==> src/rtl/spi_write_master.sv <==
// spi_write_master: turns one 8-bit address / 8-bit data register write per
// req/rdy handshake into a 16-bit frame on a 3-wire link (cs, sclk, sdata).
// The address goes first, then the data, each MSB first.
//
// Ports
//   clk_i    system clock; all state changes on the rising edge
//   rst_i    synchronous, active-high reset
//   req_i    write request; qualifies addr_i / data_i
//   addr_i   register address, captured on acceptance
//   data_i   write data, captured on acceptance
//   rdy_o    block idle; a write is accepted on an edge that sees req_i && rdy_o
//   done_o   one-cycle pulse when a frame completes
//   cs_o     slave select, active-high
//   sclk_o   serial clock, idle low, half-period Div clk_i cycles
//   sdata_o  serial data; only changes while sclk_o is low
//
// Div is the sclk half-period in clk_i cycles and must be at least 1.
// Frame: LEAD, then 16 HIGH phases with 15 LOW phases between them, then
// TRAIL, then GAP. Each phase lasts Div cycles, so cs_o is high for 33*Div
// cycles. Outputs are registered on the same edge that enters a phase.
module spi_write_master #(
  parameter int unsigned Div = 4
) (
  input  logic       clk_i,
  input  logic       rst_i,
  input  logic       req_i,
  input  logic [7:0] addr_i,
  input  logic [7:0] data_i,
  output logic       rdy_o,
  output logic       done_o,
  output logic       cs_o,
  output logic       sclk_o,
  output logic       sdata_o
);

  localparam int unsigned CntW = (Div > 1) ? $clog2(Div) : 1;
  localparam logic [CntW-1:0] CntMax = CntW'(Div - 1);

  typedef enum logic [2:0] {
    StIdle,
    StLead,
    StHigh,
    StLow,
    StTrail,
    StGap
  } state_e;

  state_e          state_q;
  logic [15:0]     shift_q;
  logic [3:0]      bit_cnt_q;
  logic [CntW-1:0] div_cnt_q;
  logic            rdy_q;
  logic            done_q;
  logic            cs_q;
  logic            sclk_q;
  logic            sdata_q;

  logic phase_end;
  assign phase_end = (div_cnt_q == CntMax);

  always_ff @(posedge clk_i) begin
    if (rst_i) begin
      state_q   <= StIdle;
      shift_q   <= '0;
      bit_cnt_q <= '0;
      div_cnt_q <= '0;
      rdy_q     <= 1'b0;
      done_q    <= 1'b0;
      cs_q      <= 1'b0;
      sclk_q    <= 1'b0;
      sdata_q   <= 1'b0;
    end else begin
      done_q <= 1'b0;

      // The divide counter free-runs through every phase of a frame and wraps
      // at the end of each phase, so it is already zero when a phase starts.
      if (state_q != StIdle) begin
        div_cnt_q <= phase_end ? '0 : div_cnt_q + 1'b1;
      end

      unique case (state_q)
        StIdle: begin
          // rdy_q is 0 straight out of reset, so the release edge itself
          // cannot accept; it only raises rdy.
          rdy_q <= 1'b1;
          if (req_i && rdy_q) begin
            shift_q   <= {addr_i, data_i};
            bit_cnt_q <= '0;
            div_cnt_q <= '0;
            rdy_q     <= 1'b0;
            cs_q      <= 1'b1;
            sclk_q    <= 1'b0;
            sdata_q   <= addr_i[7];
            state_q   <= StLead;
          end
        end

        StLead: begin
          if (phase_end) begin
            sclk_q  <= 1'b1;
            state_q <= StHigh;
          end
        end

        StHigh: begin
          if (phase_end) begin
            sclk_q <= 1'b0;
            if (bit_cnt_q == 4'd15) begin
              // After 15 shifts bit 0 of the word sits in the top bit; keep
              // driving it through TRAIL so the slave's last bit stays stable.
              sdata_q <= shift_q[15];
              state_q <= StTrail;
            end else begin
              bit_cnt_q <= bit_cnt_q + 4'd1;
              shift_q   <= {shift_q[14:0], 1'b0};
              sdata_q   <= shift_q[14];
              state_q   <= StLow;
            end
          end
        end

        StLow: begin
          if (phase_end) begin
            sclk_q  <= 1'b1;
            state_q <= StHigh;
          end
        end

        StTrail: begin
          if (phase_end) begin
            cs_q    <= 1'b0;
            sdata_q <= 1'b0;
            done_q  <= 1'b1;
            state_q <= StGap;
          end
        end

        StGap: begin
          // Raising rdy on the last GAP edge lets the next write be accepted
          // on the very next edge.
          if (phase_end) begin
            rdy_q   <= 1'b1;
            state_q <= StIdle;
          end
        end

        default: begin
          state_q <= StIdle;
        end
      endcase
    end
  end

  assign rdy_o   = rdy_q;
  assign done_o  = done_q;
  assign cs_o    = cs_q;
  assign sclk_o  = sclk_q;
  assign sdata_o = sdata_q;

endmodule

==> config.mk <==
export PLATFORM = sky130hd
export DESIGN_NAME = spi_write_master
export DESIGN_NICKNAME = d
export VERILOG_FILES = /design/src/rtl/spi_write_master.sv
export SDC_FILE = /design/constraint.sdc
export NUM_CORES = 1
export LEC_CHECK = 0
export ABC_AREA = 1
export BUFFER_PORTS_ARGS = -buffer_cell sky130_fd_sc_hd__buf_2
export CAP_MARGIN = 10
export CORE_ASPECT_RATIO = 0.9
export CORE_MARGIN = 3
export CORE_UTILIZATION = 35
export DETAILED_ROUTE_END_ITERATION = 16
export PLACE_DENSITY = 0.62
export SYNTH_ARGS = -nofsm -noshare
export SYNTH_HDL_FRONTEND = slang
export SYNTH_SLANG_ARGS = --single-unit
==> constraint.sdc <==
create_clock -name clk_i -period 1.7 [get_ports clk_i]
set_clock_uncertainty 0.2 [all_clocks]
set_input_delay 0.51 -clock clk_i [delete_from_list [all_inputs] [get_ports clk_i]]
set_output_delay 0.51 -clock clk_i [all_outputs]
set_load 0.02 [all_outputs]
==> metrics <==
Hold Slack=0.277 ns; CP bufs+invs=1; Net Count, Synth=285; Port Buffer Count=23; Finished Cell Area=0.00219 mm^2; core area=0.00466 mm^2; Pwr per Cell Area=1610 mW/mm^2; Finished Layout Cells=370; DP Cell Count=~360; via count=1628; total track usage=approximately 14%; die width=80.9 um; die area=0.00594 mm^2; CP top delay family=simple AND/OR/NAND/NOR gates; Avg Inst Size Synth=6.69 um^2; Setup CP Type=register to register; Critical Path End Type=register; min-delay worst type=register to register; Ant. Diodes=0; routed len/inst=roughly 10 um; Routed WL=between 3000 and 4000 um; H-tree depth=2; Finish-stage setup viols=0; Syn Inst Count=264; grt total ovfl=0; GR Util met3=3.31%; first-pass GRT wire length=6490 um; CTS root buffer=clkbuf_8; Worst slew margin=about 80%; RR Startpoint=bit_cnt_q[1]; most common cell after layout, fill and taps aside=nand2_1; hold path depth=2; Worst Tran Pin Value=just under 0.3 ns; Die Height=roughly 73 um; Routed Antenna Nets=0; Slew Limit Fails=0; Avg Vias per Cell=between 4 and 5; synth-to-layout area growth=24.1%; Yosys Warn Count=0; layout cells sized above 1=35.7%; Critical-path top delay cell=dfxtp_2; WP data arrival=around 1.6 ns; sequential fraction of the synthesis area=approximately a third; maximum vdd ir drop=0.000631 V; CTS tree=built; Most Crowded Layer GR=met1; Synth top area share=34.0%; num ports=24; DRC errors left=0; commonest non-fill, non-tap cells in the layout=nand2_1 (87), nor2_1 (30), dfxtp_1 (26); clock tree buffer depth=2; Period minus WS final=1.65 ns; leak pwr=~1.1 nW; post-synth top area cell=dfxtp_1; most frequent CP cell=nor2_2; grt met1 use=between 20 and 25%; worst path required time=1.68 ns; number of synthesized register bits=30; number of antenna violations at the first check in global routing=0; Num CTS Buffers=5; DRT iter0 DRCs=between 90 and 100; # hold bufs at CTS=0; WHS Endpoint=cs_o; FF-to-FF setup slack=0.05 ns; Worst Setup Start Kind=register; Slowest Stage Delay on Critical Path=0.34 ns; Final nets=328; Worst Path Max Fanout=7; reg2reg path depth=10; first-pass iteration count of the detailed router=4; Clock Pin Slew Worst Setup and Hold Paths=~0.07 ns; status=finished clean; clk_lat worst skew=0.28 ns; CP Cell Sequence=ha_4 > nand2_4 > nor2_2 > nor2_2 > nor2_4 > nor2_4 > clkbuf_16 > nand2_1 > nand2_1 > nor2_2; mapped cell area=0.00177 mm^2; MaxCap Viol Count=0; final worst-path cycle share=97.3%; DP Wirelength=2540 um; vias in the first global route=1465; RR Endpoint=shift_q[15]; M2 GR Usage=around 20%; Sink Count=30; count of final hold-check violations=0; Core Rows=23; fmax=605 MHz; Worst Min Path Start=cs_o; Initial Util=37.9%; Area after DPL=between 0.0015 and 0.002 mm^2; fillcell total=about 480; largest net degree at the start of global routing=31; GP Congestion=0.837; Area contributors post-synth=dfxtp_1 (34%), nand2_1 (19%), nor2_1 (6.8%); WP depth=10; Synth cell types=30
==> state kept, by name, indices dropped and copies added (netlist names) <==
signal,count
done_o,1
cs_o,1
state_q,3
shift_q,16
div_cnt_q,2
rdy_o,1
sclk_o,1
bit_cnt_q,4
sdata_o,1
==> worst max path at each step <==
stage                 startpoint     endpoint  slack, ns
floorplan           bit_cnt_q[0]  shift_q[10]       0.09
CTS                 bit_cnt_q[0]   shift_q[1]       0.01
detailed placement  bit_cnt_q[0]  shift_q[15]       0.02
global route        bit_cnt_q[1]  shift_q[15]     -0.008
finish              bit_cnt_q[1]  shift_q[15]       0.05
global placement    bit_cnt_q[0]   shift_q[3]       0.04
==> synthesized netlist by cell type <==
cell / n
buf_4: 1
clkinv_1: 1
buf_2: 1
nand2_4: 1
o21ai_1: 1
nand2_1: 90
clkbuf_8: 1
dfxtp_1: 30
inv_2: 4
buf_6: 2
nor3_1: 2
inv_4: 1
nand3_4: 1
buf_12: 1
nor2_4: 3
ha_1: 2
a21oi_1: 8
nand3_1: 13
nand4_1: 2
nor2_1: 32
nand2_2: 18
o21ai_0: 2
a21oi_2: 1
nor3_2: 1
buf_8: 2
nand3b_1: 1
inv_1: 23
nor2_2: 16
nand3_2: 2
a221oi_1: 1
==> report_power, final <==
group,total (W),internal [W],switching (W)
Sequential,0.00103,0.000907,0.000126
Clock,0.000596,0.000326,0.000269
Combinational,0.00189,0.000812,0.00108
==> per-layer routing <==
layer	wire (um)	part of all wire (%)	vias up
li1	-	-	890
met2	1680	44	37
met1	1970	51	696
met4	36	0.93	0
met5	0	0	-
met3	180	4.7	5
==> per-stage QoR <==
stage / TNS, ns / power [W] / util [%] / setup slack (ns)
final: 0 / 0.00352 / 47.0 / 0.0463
after global routing: -0.0273 / 0.00384 / 47.0 / -0.00797
after CTS: 0 / 0.00327 / 44.6 / 0.0147
after detailed placement: 0 / 0.00267 / 42.6 / 0.0225
after global placement: 0 / 0.00265 / 42.6 / 0.0392
after floorplan: 0 / 0.00240 / - / 0.0937
==> what timing repair did <==
action | 4_1_cts | 5_1_grt
endpoints found under the setup margin | 0 | 22
hold endpoints to repair | 0 | 0
gates resized for setup | 0 | 13
setup buffers | 0 | 4
==> tightest hold or removal path, stage by stage, from the launching register on <==
cell	delay [ns]
dfxtp_1	0.31
nand2_1	0.07
a21oi_1	0.05
==> kinds of logic (layout without fill, tap and decap cells) <==
| group | after synthesis | count (layout) | synth area share [%] |
|---|---|---|---|
| and+or+nand+nor | 182 | 182 | 48.6 |
| buffers and inverters | 37 | 81 | 11.9 |
| DFF | 30 | 30 | 34.0 |
| AOI/OAI and AO/OA | 13 | 13 | 4.11 |
| adders and majority gates | 2 | 2 | 1.42 |
==> area by class of cell <==
class,count,area [um^2],area share [%]
Multi-Input combinational cell,197,986,45.0
Timing Repair Buffer,44,320,14.6
Clock inverter,1,5.00,0.228
Inverter,29,111,5.08
Sequential cell,30,606,27.6
Tap cell,62,77.6,3.54
Clock buffer,7,86.3,3.94
No activity file was read; power rests on OpenSTA's default activity.
